**config.mk**
```make
export PLATFORM = sky130hd
export DESIGN_NAME = ifft_2_seq_flat
export DESIGN_NICKNAME = d
export VERILOG_FILES = /design/src/rtl/ifft_2_seq_if.sv /design/src/rtl/ifft_2_seq.sv /design/src/flat_wrapper.sv
export SDC_FILE = /design/constraint.sdc
export NUM_CORES = 1
export LEC_CHECK = 0
export BUFFER_PORTS_ARGS = -buffer_cell sky130_fd_sc_hd__buf_2
export CAP_MARGIN = 30
export CORE_MARGIN = 8
export CORE_UTILIZATION = 40
export DETAILED_ROUTE_END_ITERATION = 10
export GPL_TIMING_DRIVEN = 0
export PLACE_DENSITY = 0.61
export REMOVE_ABC_BUFFERS = 1
export SLEW_MARGIN = 20
export SYNTH_ARGS = -nofsm -noshare
export SYNTH_HDL_FRONTEND = slang
export SYNTH_SLANG_ARGS = --single-unit
```
**constraint.sdc**
```tcl
create_clock -name clk -period 4.62 [get_ports clk]
set_clock_uncertainty 0.1 [all_clocks]
set_input_delay 0.924 -clock clk [delete_from_list [all_inputs] [get_ports clk]]
set_output_delay 0.924 -clock clk [all_outputs]
set_load 0.03 [all_outputs]
```
**src/rtl/ifft_2_seq_if.sv**
```systemverilog
// Stream bundle for ifft_2_seq: an input valid/ready stream carrying complex
// frequency-domain samples and an output valid/ready stream carrying complex
// time-domain samples.
//   in_valid/in_ready/in_r/in_i            : input sample stream
//   out_valid/out_ready/out_r/out_i/out_last : output sample stream, out_last marks x1
// slave  : the transform block (consumes input stream, produces output stream)
// master : the surrounding logic (produces input stream, consumes output stream)
interface ifft_2_seq_if #(
  parameter int unsigned DATA_WIDTH = 64
);
  logic                  in_valid;
  logic                  in_ready;
  logic [DATA_WIDTH-1:0] in_r;
  logic [DATA_WIDTH-1:0] in_i;
  logic                  out_valid;
  logic                  out_ready;
  logic [DATA_WIDTH-1:0] out_r;
  logic [DATA_WIDTH-1:0] out_i;
  logic                  out_last;

  modport slave (
    input  in_valid, in_r, in_i, out_ready,
    output in_ready, out_valid, out_r, out_i, out_last
  );

  modport master (
    output in_valid, in_r, in_i, out_ready,
    input  in_ready, out_valid, out_r, out_i, out_last
  );
endinterface

```
**src/rtl/ifft_2_seq.sv**
```systemverilog
// Sequential 2-point inverse FFT with 1/N scaling folded in.
// Accepts Y0 then Y1 on the input stream, produces x0 = (Y0 + Y1) / 2 and
// x1 = (Y0 - Y1) / 2 (floor division, per component) on the output stream.
//   clk : rising-edge clock
//   rst : synchronous active-high reset, discards any partial or unsent frame
//   bus : ifft_2_seq_if slave modport (input stream + output stream)
module ifft_2_seq #(
  parameter int unsigned DATA_WIDTH = 64
) (
  input logic         clk,
  input logic         rst,
  ifft_2_seq_if.slave bus
);
  localparam int unsigned W = DATA_WIDTH;

  typedef enum logic [1:0] {StIn0, StIn1, StOut0, StOut1} state_e;

  state_e state_q, state_d;

  logic [W-1:0] y0_r_q, y0_r_d, y0_i_q, y0_i_d;
  logic [W-1:0] x0_r_q, x0_r_d, x0_i_q, x0_i_d;
  logic [W-1:0] x1_r_q, x1_r_d, x1_i_q, x1_i_d;

  // One extra bit so the sum/difference never wraps before halving.
  logic signed [W:0] sum_r, sum_i, dif_r, dif_i;

  logic         in_ready, out_valid, out_last;
  logic [W-1:0] out_r, out_i;

  always_comb begin
    sum_r = {y0_r_q[W-1], y0_r_q} + {bus.in_r[W-1], bus.in_r};
    sum_i = {y0_i_q[W-1], y0_i_q} + {bus.in_i[W-1], bus.in_i};
    dif_r = {y0_r_q[W-1], y0_r_q} - {bus.in_r[W-1], bus.in_r};
    dif_i = {y0_i_q[W-1], y0_i_q} - {bus.in_i[W-1], bus.in_i};
  end

  always_comb begin
    state_d   = state_q;
    y0_r_d    = y0_r_q;
    y0_i_d    = y0_i_q;
    x0_r_d    = x0_r_q;
    x0_i_d    = x0_i_q;
    x1_r_d    = x1_r_q;
    x1_i_d    = x1_i_q;
    in_ready  = 1'b0;
    out_valid = 1'b0;
    out_last  = 1'b0;
    out_r     = x0_r_q;
    out_i     = x0_i_q;
    unique case (state_q)
      StIn0: begin
        in_ready = 1'b1;
        if (bus.in_valid) begin
          y0_r_d  = bus.in_r;
          y0_i_d  = bus.in_i;
          state_d = StIn1;
        end
      end
      StIn1: begin
        in_ready = 1'b1;
        if (bus.in_valid) begin
          // Arithmetic shift of the widened value is floor division by 2.
          x0_r_d  = W'(sum_r >>> 1);
          x0_i_d  = W'(sum_i >>> 1);
          x1_r_d  = W'(dif_r >>> 1);
          x1_i_d  = W'(dif_i >>> 1);
          state_d = StOut0;
        end
      end
      StOut0: begin
        out_valid = 1'b1;
        if (bus.out_ready) state_d = StOut1;
      end
      StOut1: begin
        out_valid = 1'b1;
        out_last  = 1'b1;
        out_r     = x1_r_q;
        out_i     = x1_i_q;
        if (bus.out_ready) state_d = StIn0;
      end
      default: state_d = StIn0;
    endcase
  end

  always_ff @(posedge clk) begin
    if (rst) begin
      state_q <= StIn0;
      y0_r_q  <= '0;
      y0_i_q  <= '0;
      x0_r_q  <= '0;
      x0_i_q  <= '0;
      x1_r_q  <= '0;
      x1_i_q  <= '0;
    end else begin
      state_q <= state_d;
      y0_r_q  <= y0_r_d;
      y0_i_q  <= y0_i_d;
      x0_r_q  <= x0_r_d;
      x0_i_q  <= x0_i_d;
      x1_r_q  <= x1_r_d;
      x1_i_q  <= x1_i_d;
    end
  end

  assign bus.in_ready  = in_ready;
  assign bus.out_valid = out_valid;
  assign bus.out_last  = out_last;
  assign bus.out_r     = out_r;
  assign bus.out_i     = out_i;
endmodule

```
**src/flat_wrapper.sv**
```systemverilog
// flat-port wrapper written by rule: the top's interface ports become plain ports
module ifft_2_seq_flat 
#(
  parameter int unsigned DATA_WIDTH = 64
)
  (clk, rst, bus_in_valid, bus_in_r, bus_in_i, bus_out_ready, bus_in_ready, bus_out_valid, bus_out_r, bus_out_i, bus_out_last);
  ifft_2_seq_if #(.DATA_WIDTH(DATA_WIDTH)) bus_i ();
  input logic clk;
  input logic rst;
  input wire logic [$bits(bus_i.in_valid)-1:0] bus_in_valid;
  input wire logic [$bits(bus_i.in_r)-1:0] bus_in_r;
  input wire logic [$bits(bus_i.in_i)-1:0] bus_in_i;
  input wire logic [$bits(bus_i.out_ready)-1:0] bus_out_ready;
  output wire logic [$bits(bus_i.in_ready)-1:0] bus_in_ready;
  output wire logic [$bits(bus_i.out_valid)-1:0] bus_out_valid;
  output wire logic [$bits(bus_i.out_r)-1:0] bus_out_r;
  output wire logic [$bits(bus_i.out_i)-1:0] bus_out_i;
  output wire logic [$bits(bus_i.out_last)-1:0] bus_out_last;
  assign bus_i.in_valid = bus_in_valid;
  assign bus_i.in_r = bus_in_r;
  assign bus_i.in_i = bus_in_i;
  assign bus_i.out_ready = bus_out_ready;
  assign bus_in_ready = bus_i.in_ready;
  assign bus_out_valid = bus_i.out_valid;
  assign bus_out_r = bus_i.out_r;
  assign bus_out_i = bus_i.out_i;
  assign bus_out_last = bus_i.out_last;
  ifft_2_seq #(.DATA_WIDTH(DATA_WIDTH)) u_core (.clk(clk), .rst(rst), .bus(bus_i));
endmodule
```
==> results by stage, run 1 <==
Synth:
- The count of unique library cells instantiated by Yosys is 95.
- The warning count from the yosys run is 0.
- Each instance of the synthesized netlist takes up on average between 7 and 8 um^2.
- In the synthesized netlist, the cells that appear most often are 588 x sky130_fd_sc_hd__nand2_1, 529 x sky130_fd_sc_hd__a21oi_1, 386 x sky130_fd_sc_hd__dfxtp_1, 348 x sky130_fd_sc_hd__nor2_1, 256 x sky130_fd_sc_hd__ha_1.
- Summed over all instances, the cell type with the most area after synthesis is sky130_fd_sc_hd__dfxtp_1.
- The synthesized design devotes to its leading area cell type 26.0% of total area.
- The netlist area before placement is around 30,000 um^2.
- Counting flops with an async set or reset pin after synthesis yields a share of 0%.
- Sorting the synthesized cells by area gives the leading types as sky130_fd_sc_hd__dfxtp_1 26%, sky130_fd_sc_hd__ha_1 11%, sky130_fd_sc_hd__a21oi_1 8.9%, sky130_fd_sc_hd__nand2_1 7.4%, sky130_fd_sc_hd__xnor2_1 6.0%.
- The synthesized netlist cell count is 3,991.
- The most frequently used cell type in the post-synthesis netlist is sky130_fd_sc_hd__nand2_1.
- The sequential cell area fraction in the yosys report is between 20% and 30%.
- The count of state elements after synthesis is between 300 and 400.
- The number of enable-type register cells in the synthesized netlist is 0.
- The most used flip-flop cell after synthesis is sky130_fd_sc_hd__dfxtp_1.

Global routing:
- The aggregate global routing overflow is 0.
- The global routing usage summed across all routing layers is 22.7%.
- The number of antenna violations at the first check in global routing came to 8.
- Global routing used 30.8% of the available met1 tracks.
- The first global-routing pass estimated 154 mm of wire.
- Entering global routing, the biggest net connects 113 pins.
- The via count of the first global-routing pass was between 20,000 and 30,000.
- The met3 capacity usage during global routing is about 3.2%.
- The global routing's busiest layer is met2.
- The met2 usage in global routing is 36.9%.

Clock tree:
- TritonCTS built the clock tree.
- The clock buffer count from CTS is 49.
- The number of hold buffers added after CTS was 0.
- The clock tree synthesis step divided the H-tree into 2 levels.
- The clock passes through at most 3 buffers.
- Once the clock tree was built, the setup fixing pass inserted 0 buffers.
- The post-cts gate resize count is 0.
- The clock input transition at the sequential cells of the worst setup and hold paths is approximately 60 ps.
- The clock insertion delay at the later pin of the skew report is around 600 ps.
- For this design, the sink count on the clock tree is about 390.
- The cell at the root of the clock tree is sky130_fd_sc_hd__clkbuf_16.

Floorplan:
- The die is 289 um tall.
- Once the floorplan was initialized, standard cells occupied 40.2% of the core.
- The die boundary width is 289 um.
- In this run the core area contains 100 standard-cell rows.
- The floorplan step defined a die boundary enclosing about 83,000 um^2.
- The total core area is around 74,000 um^2.
- The count of boundary I/O pins is roughly 260.

Pwr:
- The net switching power is around 6.8 mW.
- The fraction of power spent switching nets is between 40 and 50%.
- Of the total power, the clock network draws between 20% and 30%.
- Per report_power, the sequential group accounts for 26.9% of the total.
- The part of the total power dissipated in combinational logic is a little under half.
- In this run the static leakage power is approximately 14 nW.
- The cell area power density is about 480 nW/um^2.
- The worst-case vdd ir drop is between 400 and 500 uV.
- The internal power of the cells totals just over 9 mW.

Finish:
- The layout cell share with drive strength beyond 1 is 14.7%.
- For this run, the share of the core covered by cells in the final layout is a little under half.
- The area growth from synthesis to layout is 13.0%.
- For this run, the post-layout net count is about 4,500.
- The layout has about 7,600 filler cells.

Placement:
- Input and output buffers added on the ports amount to 262.
- The estimated wirelength of the detail-placed design is between 70 and 80 mm.
- Before CTS, the worst setup slack after placement is -376 ps.
- At the end of routability-driven placement, the weighted congestion stood at roughly 0.94.

Timing:
- The routed design could run at a clock period as short as roughly 4500 ps.
- The setup-violating endpoint count in the final report is 0.
- The count of pins over their slew limit came to 0.
- Setup repair after global routing left no endpoint under its margin.
- The part of the cycle the worst path needs is a little over nine tenths.
- For this run, the top clock speed supported by timing is approximately 0.22 GHz.
- The normalized max-slew margin is ~33%.
- The transition time at the pin with the least slew margin is approximately 1000 ps.
- The number of hold violations in the final report is 0.
- The worst setup slack after layout is 130 ps.

Setup path:
- The worst-path cell with the longest stage delay is sky130_fd_sc_hd__o31ai_1.
- The signal on the critical path passes through buf_2 > inv_1 > ha_1 > a21oi_1 > o21bai_1 > a21oi_1 > o41ai_1 > a221oi_1 > o211ai_1 > a21oi_2 > o31ai_1 > a221oi_2 > o2111ai_1 > a311oi_1.
- Among cell families on the critical path, the largest total delay comes from compound AO/OA/AOI/OAI gates.
- In this run the worst path has a maximum fanout of 13.
- In this run the register-to-register setup slack is 220 ps.
- The delay of the slowest cell on the worst path is 630 ps.
- The arrival time at the worst endpoint is between 4000 and 5000 ps.
- The data required time of the critical path is around 5000 ps.
- Counting both buffers and inverters, the worst setup path holds a total of 2.
- The worst setup path is launched from an input pin.
- The kind of critical path is input pin to register.
- In this design, the critical path's most frequently occurring cell is sky130_fd_sc_hd__a21oi_1.
- The worst setup path is captured at a register.

Route:
- The total routed wirelength is about 98 mm.
- In the final routed layout, each cell accounts on average for about 19 um.
- The count of unresolved DRC violations after routing is 0.
- The total number of vias is between 20,000 and 30,000.
- Using the TritonRoute via totals, the vias-per-cell ratio works out to approximately 5.6.
- The pre-antenna-repair detailed-routing pass consisted of 8 iterations.
- The count of antenna-violating nets left after detailed routing is 0.
- The DRC violation total after the first TritonRoute iteration is 1,973.

Run:
- Across the run, the number of max-cap violations was 0.

Min path:
- The type of the worst min-delay path is register to register.

Run status:
- The run finished with clean final reports.
-- stage by stage --
step | instances | power, mW | hold WS [ps] | cell area (um^2) | setup TNS (ps)
after floorplan | 3741 | 9.62 | 320 | 28700 | -742840
after global placement | 4972 | 11.9 | 329 | 31200 | -2618590
after detailed placement | 4995 | 11.8 | 336 | 31800 | -4010
after CTS | 5084 | 16.2 | 347 | 33600 | 0
after global routing | 5087 | 17.1 | 361 | 33600 | 0
final | 5088 | 16.1 | 344 | 33600 | 0
-- flip-flops by register name, summed over array words and instances (netlist names) --
signal / cells
u_core.y0_i_q: 64
u_core.x0_r_q: 64
u_core.x1_i_q: 64
u_core.x0_i_q: 64
u_core.state_q: 2
u_core.y0_r_q: 64
u_core.x1_r_q: 64
-- path summary, 6_finish.rpt --
check | cells past startpoint | endpoint | start
max | 14 | u_core.x1_i_q[63] | bus_in_i[21]
min | 2 | u_core.x0_i_q[61] | u_core.x0_i_q[61]
max reg2reg | 13 | u_core.x1_i_q[63] | u_core.y0_i_q[1]
min reg2reg | 2 | u_core.x0_i_q[61] | u_core.x0_i_q[61]
-- worst min-delay path: cells and delay by family (launching register included) --
kind / cells / cell delay [ps]
AND/OR/NAND/NOR: 1 / 50
AO/OA/AOI/OAI: 1 / 50
flip-flops: 1 / 310
-- logic make-up after synthesis --
family          after synthesis  synth area share (%)
compound gates             1213                  25.8
xor+xnor                    222                  6.54
fa+ha+maj                   260                  11.0
buf+inv                     509                  6.88
flops                       386                  26.0
mux                         132                  4.98
simple gates               1269                  18.8
-- placed cells by master, fill, tap and decap left out, types with 22 or more instances in the layout --
cell type                   instances
sky130_fd_sc_hd__nand2_1          585
sky130_fd_sc_hd__a21oi_1          528
sky130_fd_sc_hd__dfxtp_1          386
sky130_fd_sc_hd__nor2_1           346
sky130_fd_sc_hd__buf_2            261
sky130_fd_sc_hd__ha_1             255
sky130_fd_sc_hd__inv_1            241
sky130_fd_sc_hd__xnor2_1          203
sky130_fd_sc_hd__o21ai_0          187
sky130_fd_sc_hd__mux2_2           128
sky130_fd_sc_hd__a211oi_1          97
sky130_fd_sc_hd__o21bai_1          73
sky130_fd_sc_hd__nor3_1            59
sky130_fd_sc_hd__clkbuf_16         50
sky130_fd_sc_hd__o31ai_1           46
sky130_fd_sc_hd__nand3_1           45
sky130_fd_sc_hd__nand4_1           44
sky130_fd_sc_hd__nor4_1            42
sky130_fd_sc_hd__a21o_1            41
sky130_fd_sc_hd__nor2b_1           30
sky130_fd_sc_hd__a31oi_1           30
sky130_fd_sc_hd__o21ai_1           22
-- layout make-up --
cell class	count	area, um^2	area share, %
Antenna cell	4	10.0	0.0298
Clock buffer	58	1310	3.90
Clock inverter	31	498	1.48
Inverter	259	975	2.90
Multi-Input combinational cell	3096	20000	59.5
Sequential cell	386	7730	23.0
Tap cell	969	1210	3.61
Timing Repair Buffer	285	1860	5.53
-- layer usage --
metal | vias to the layer above | part of all wire [%] | routed length, um
met5 | - | 0.025 | 25
met4 | 4 | 3.0 | 2970
met3 | 163 | 5.4 | 5340
met2 | 792 | 45 | 44600
met1 | 13400 | 46 | 45400
li1 | 14100 | - | -
-- power groups by stage --
stage	Combinational [mW]	Sequential, mW	Clock [mW]
2_1_floorplan	5.32	4.29	0
3_3_place_gp	7.52	4.38	0
3_5_place_dp	7.42	4.39	0
4_1_cts	7.46	4.33	4.44
5_1_grt	8.17	4.41	4.57
6_report	7.46	4.33	4.33
Note: power is estimated with default switching activity, not from simulation.
==> inputs of run 2 (changes only) <==
--- a/config.mk
+++ b/config.mk
@@ -10,9 +10,9 @@
 export CORE_MARGIN = 8
 export CORE_UTILIZATION = 40
 export DETAILED_ROUTE_END_ITERATION = 10
-export GPL_TIMING_DRIVEN = 0
 export PLACE_DENSITY = 0.61
 export REMOVE_ABC_BUFFERS = 1
+export SKIP_CTS_REPAIR_TIMING = 1
 export SLEW_MARGIN = 20
 export SYNTH_ARGS = -nofsm -noshare
 export SYNTH_HDL_FRONTEND = slang
==> results by stage, run 2 (synthesis results as in run 1) <==
Min path:
- The hold path depth came to 2 (unchanged).
- The type of the worst min-delay path is register to register (unchanged).

Setup path:
- The arrival time at the worst endpoint is 4410 ps (was 4850 ps).
- The type of element capturing the critical path is a register (unchanged).
- Cell chain of the critical path: buf_2 > inv_1 > ha_1 > nand4_1 > or2_2 > nor2_1 > nand3_1 > a21oi_1 > a211oi_1 > buf_4 > or3_1 > a211oi_2 > o2111ai_1 > a21o_1 > a32o_1 (was buf_2 > inv_1 > ha_1 > a21oi_1 > o21bai_1 > a21oi_1 > o41ai_1 > a221oi_1 > o211ai_1 > a21oi_2 > o31ai_1 > a221oi_2 > o2111ai_1 > a311oi_1).
- The depth of the most critical reg-to-reg path came to 13 (unchanged).
- The data required time of the critical path was 5010 ps (was 4980 ps).
- The maximum fanout along the worst path is 12 (was 13).
- The delay of the slowest cell on the worst path is 530 ps (was 630 ps).
- The startpoint type of the worst setup path is an input pin (unchanged).
- The worst-path cell with the longest stage delay was sky130_fd_sc_hd__ha_1 (was sky130_fd_sc_hd__o31ai_1).
- The kind of critical path is input pin to register (unchanged).

Timing:
- The post-route worst hold slack is 344 ps (about the same).
- The normalized max-slew margin is 42.3% (was 32.8%).
- The time the final worst path needs with I/O delays and setup is 4020 ps (was 4490 ps).
- RSZ-0062 raised after global routing: false (unchanged).
- The top achievable clock speed is 0.249 GHz (was 0.223 GHz).
- The setup-violating endpoint count in the final report is 0 (unchanged).
- The count of pins over their slew limit is 0 (unchanged).
- The transition time at the pin with the least slew margin is 866 ps (was 1000 ps).
- The sum of negative setup slack is 0 ps (unchanged).
- The number of hold violations in the final report came to 0 (unchanged).
- The part of the cycle the worst path needs is 87.0% (was 97.2%).

Route:
- The count of unresolved DRC violations after routing was 0 (unchanged).
- The via-per-instance ratio is 5.58 (was 5.59).
- The routed length per placed instance came to 19.7 um (was 19.3 um).
- The count of antenna-violating nets left after detailed routing is 0 (unchanged).
- The iteration count of the initial detailed-routing pass was 8 (unchanged).
- The total routed wirelength is 102 mm (was 98.3 mm).
- The total number of vias is 28,900 (was 28,500).
- The DRC violation total after the first TritonRoute iteration was 2,149 (was 1,973).

Clock tree:
- The maximum clock path buffer count is 3 (unchanged).
- The cell at the root of the clock tree is sky130_fd_sc_hd__clkbuf_16 (unchanged).
- The clock insertion delay at the later pin of the skew report is 600 ps (about the same).
- The clock buffer count from CTS is 47 (was 49).
- The clock tree from TritonCTS is built (unchanged).
- The number of H-tree branching levels is 2 (unchanged).
- The clock input transition at the sequential cells of the worst setup and hold paths is 70 ps (was 60 ps).
- The count of clock tree sinks is 386 (unchanged).

Floorplan:
- The die boundary width was 289 um (unchanged).
- The total number of placement rows came to 100 (unchanged).
- The die height was 289 um (unchanged).
- The count of boundary I/O pins is 263 (unchanged).
- The die area came to 83,300 um^2 (unchanged).
- The total core area is 73,900 um^2 (unchanged).
- The effective utilization at floorplan came to 40.2% (unchanged).

Global routing:
- The first-pass GRT wire length is 157 mm (was 154 mm).
- The via count of the first global-routing pass is 27,400 (was 27,200).
- The number of antenna violations at the first check in global routing was 8 (unchanged).
- The global routing usage summed across all routing layers is 23.4% (was 22.7%).
- The pin count of the biggest net entering global routing is 166 (was 113).
- The aggregate global routing overflow is 0 (unchanged).

Finish:
- Commonest cells after routing, fill and taps aside: 585 x sky130_fd_sc_hd__nand2_1, 529 x sky130_fd_sc_hd__a21oi_1, 386 x sky130_fd_sc_hd__dfxtp_1 (was 585 x sky130_fd_sc_hd__nand2_1, 528 x sky130_fd_sc_hd__a21oi_1, 386 x sky130_fd_sc_hd__dfxtp_1).
- The most frequent standard cell in the layout excluding fill and tap cells is sky130_fd_sc_hd__nand2_1 (unchanged).
- The layout cell share with drive strength beyond 1 is 16.3% (was 14.7%).
- The area growth from synthesis to layout is 13.6% (was 13.0%).
- The net total in the final layout is 4,558 (was 4,469).

Pwr:
- The worst-case vdd ir drop is 489 uV (was 469 uV).
- The cell area power density is 467 nW/um^2 (was 480 nW/um^2).
- The static leakage is 14.5 nW (was 14.2 nW).

Placement:
- The routability congestion estimate is 0.947 (was 0.944).
- The estimated wirelength of the detail-placed design was 76.8 mm (was 74.2 mm).
- The count of port buffers added during placement is 262 (unchanged).

Run:
- The number of maximum-capacitance violations is 0 (unchanged).

Run status:
- Status: finished, final reports clean (unchanged).
run 2: path summary, 6_finish.rpt:
check,from,endpoint,slack (ps)
setup / recovery,bus_in_r[28],u_core.x1_r_q[60],600
hold / removal,u_core.x1_r_q[54],u_core.x1_r_q[54],340
setup reg to reg,u_core.y0_r_q[28],u_core.x1_r_q[60],740
hold reg to reg,u_core.x1_r_q[54],u_core.x1_r_q[54],340
run 2: final cells by class:
cell class,count,area (um^2)
diodes,3,7.51
clock buffers,67,1390
clock inverters,18,203
fillers,7540,40200
inverters,259,975
multi-input cells,3096,20000
flip-flops and latches,386,7730
well taps,969,1210
repair buffers,376,2260
run 2: per-layer routing:
layer | vias to the layer above | wire length (um) | global-route usage, %
li1 | 14300 | - | -
met1 | 13600 | 46000 | 31.5
met2 | 875 | 47400 | 39.1
met3 | 146 | 6010 | 2.99
met4 | 2 | 2630 | 6.36
met5 | - | 8 | 0
run 2: report_power, final:
| part | switching [mW] | total [mW] | internal [mW] |
|---|---|---|---|
| combinational | 4.94 | 7.57 | 2.64 |
| clock | 1.56 | 3.87 | 2.31 |
| sequential | 0.373 | 4.34 | 3.97 |
| total | 6.87 | 15.8 | 8.92 |
run 2: critical path, delay by kind of cell:
kind,cells,cell delay [ps]
buf+inv,3,300
fa+ha+maj,1,530
compound gates,6,1410
simple gates,5,1230
run 2: through the flow:
step                      power (mW)  cell area, um^2  cells  setup slack, ps  utilization [%]
final                           15.8            33800   5174              598             45.7
after global routing            16.8            33800   5173              418             45.7
after CTS                       15.9            33800   5171              697             45.7
after detailed placement        11.9            32200   5086             71.3             43.5
after global placement          11.9            32200   5086             50.2             43.5
after floorplan                 9.62            28700   3741            -5490                -
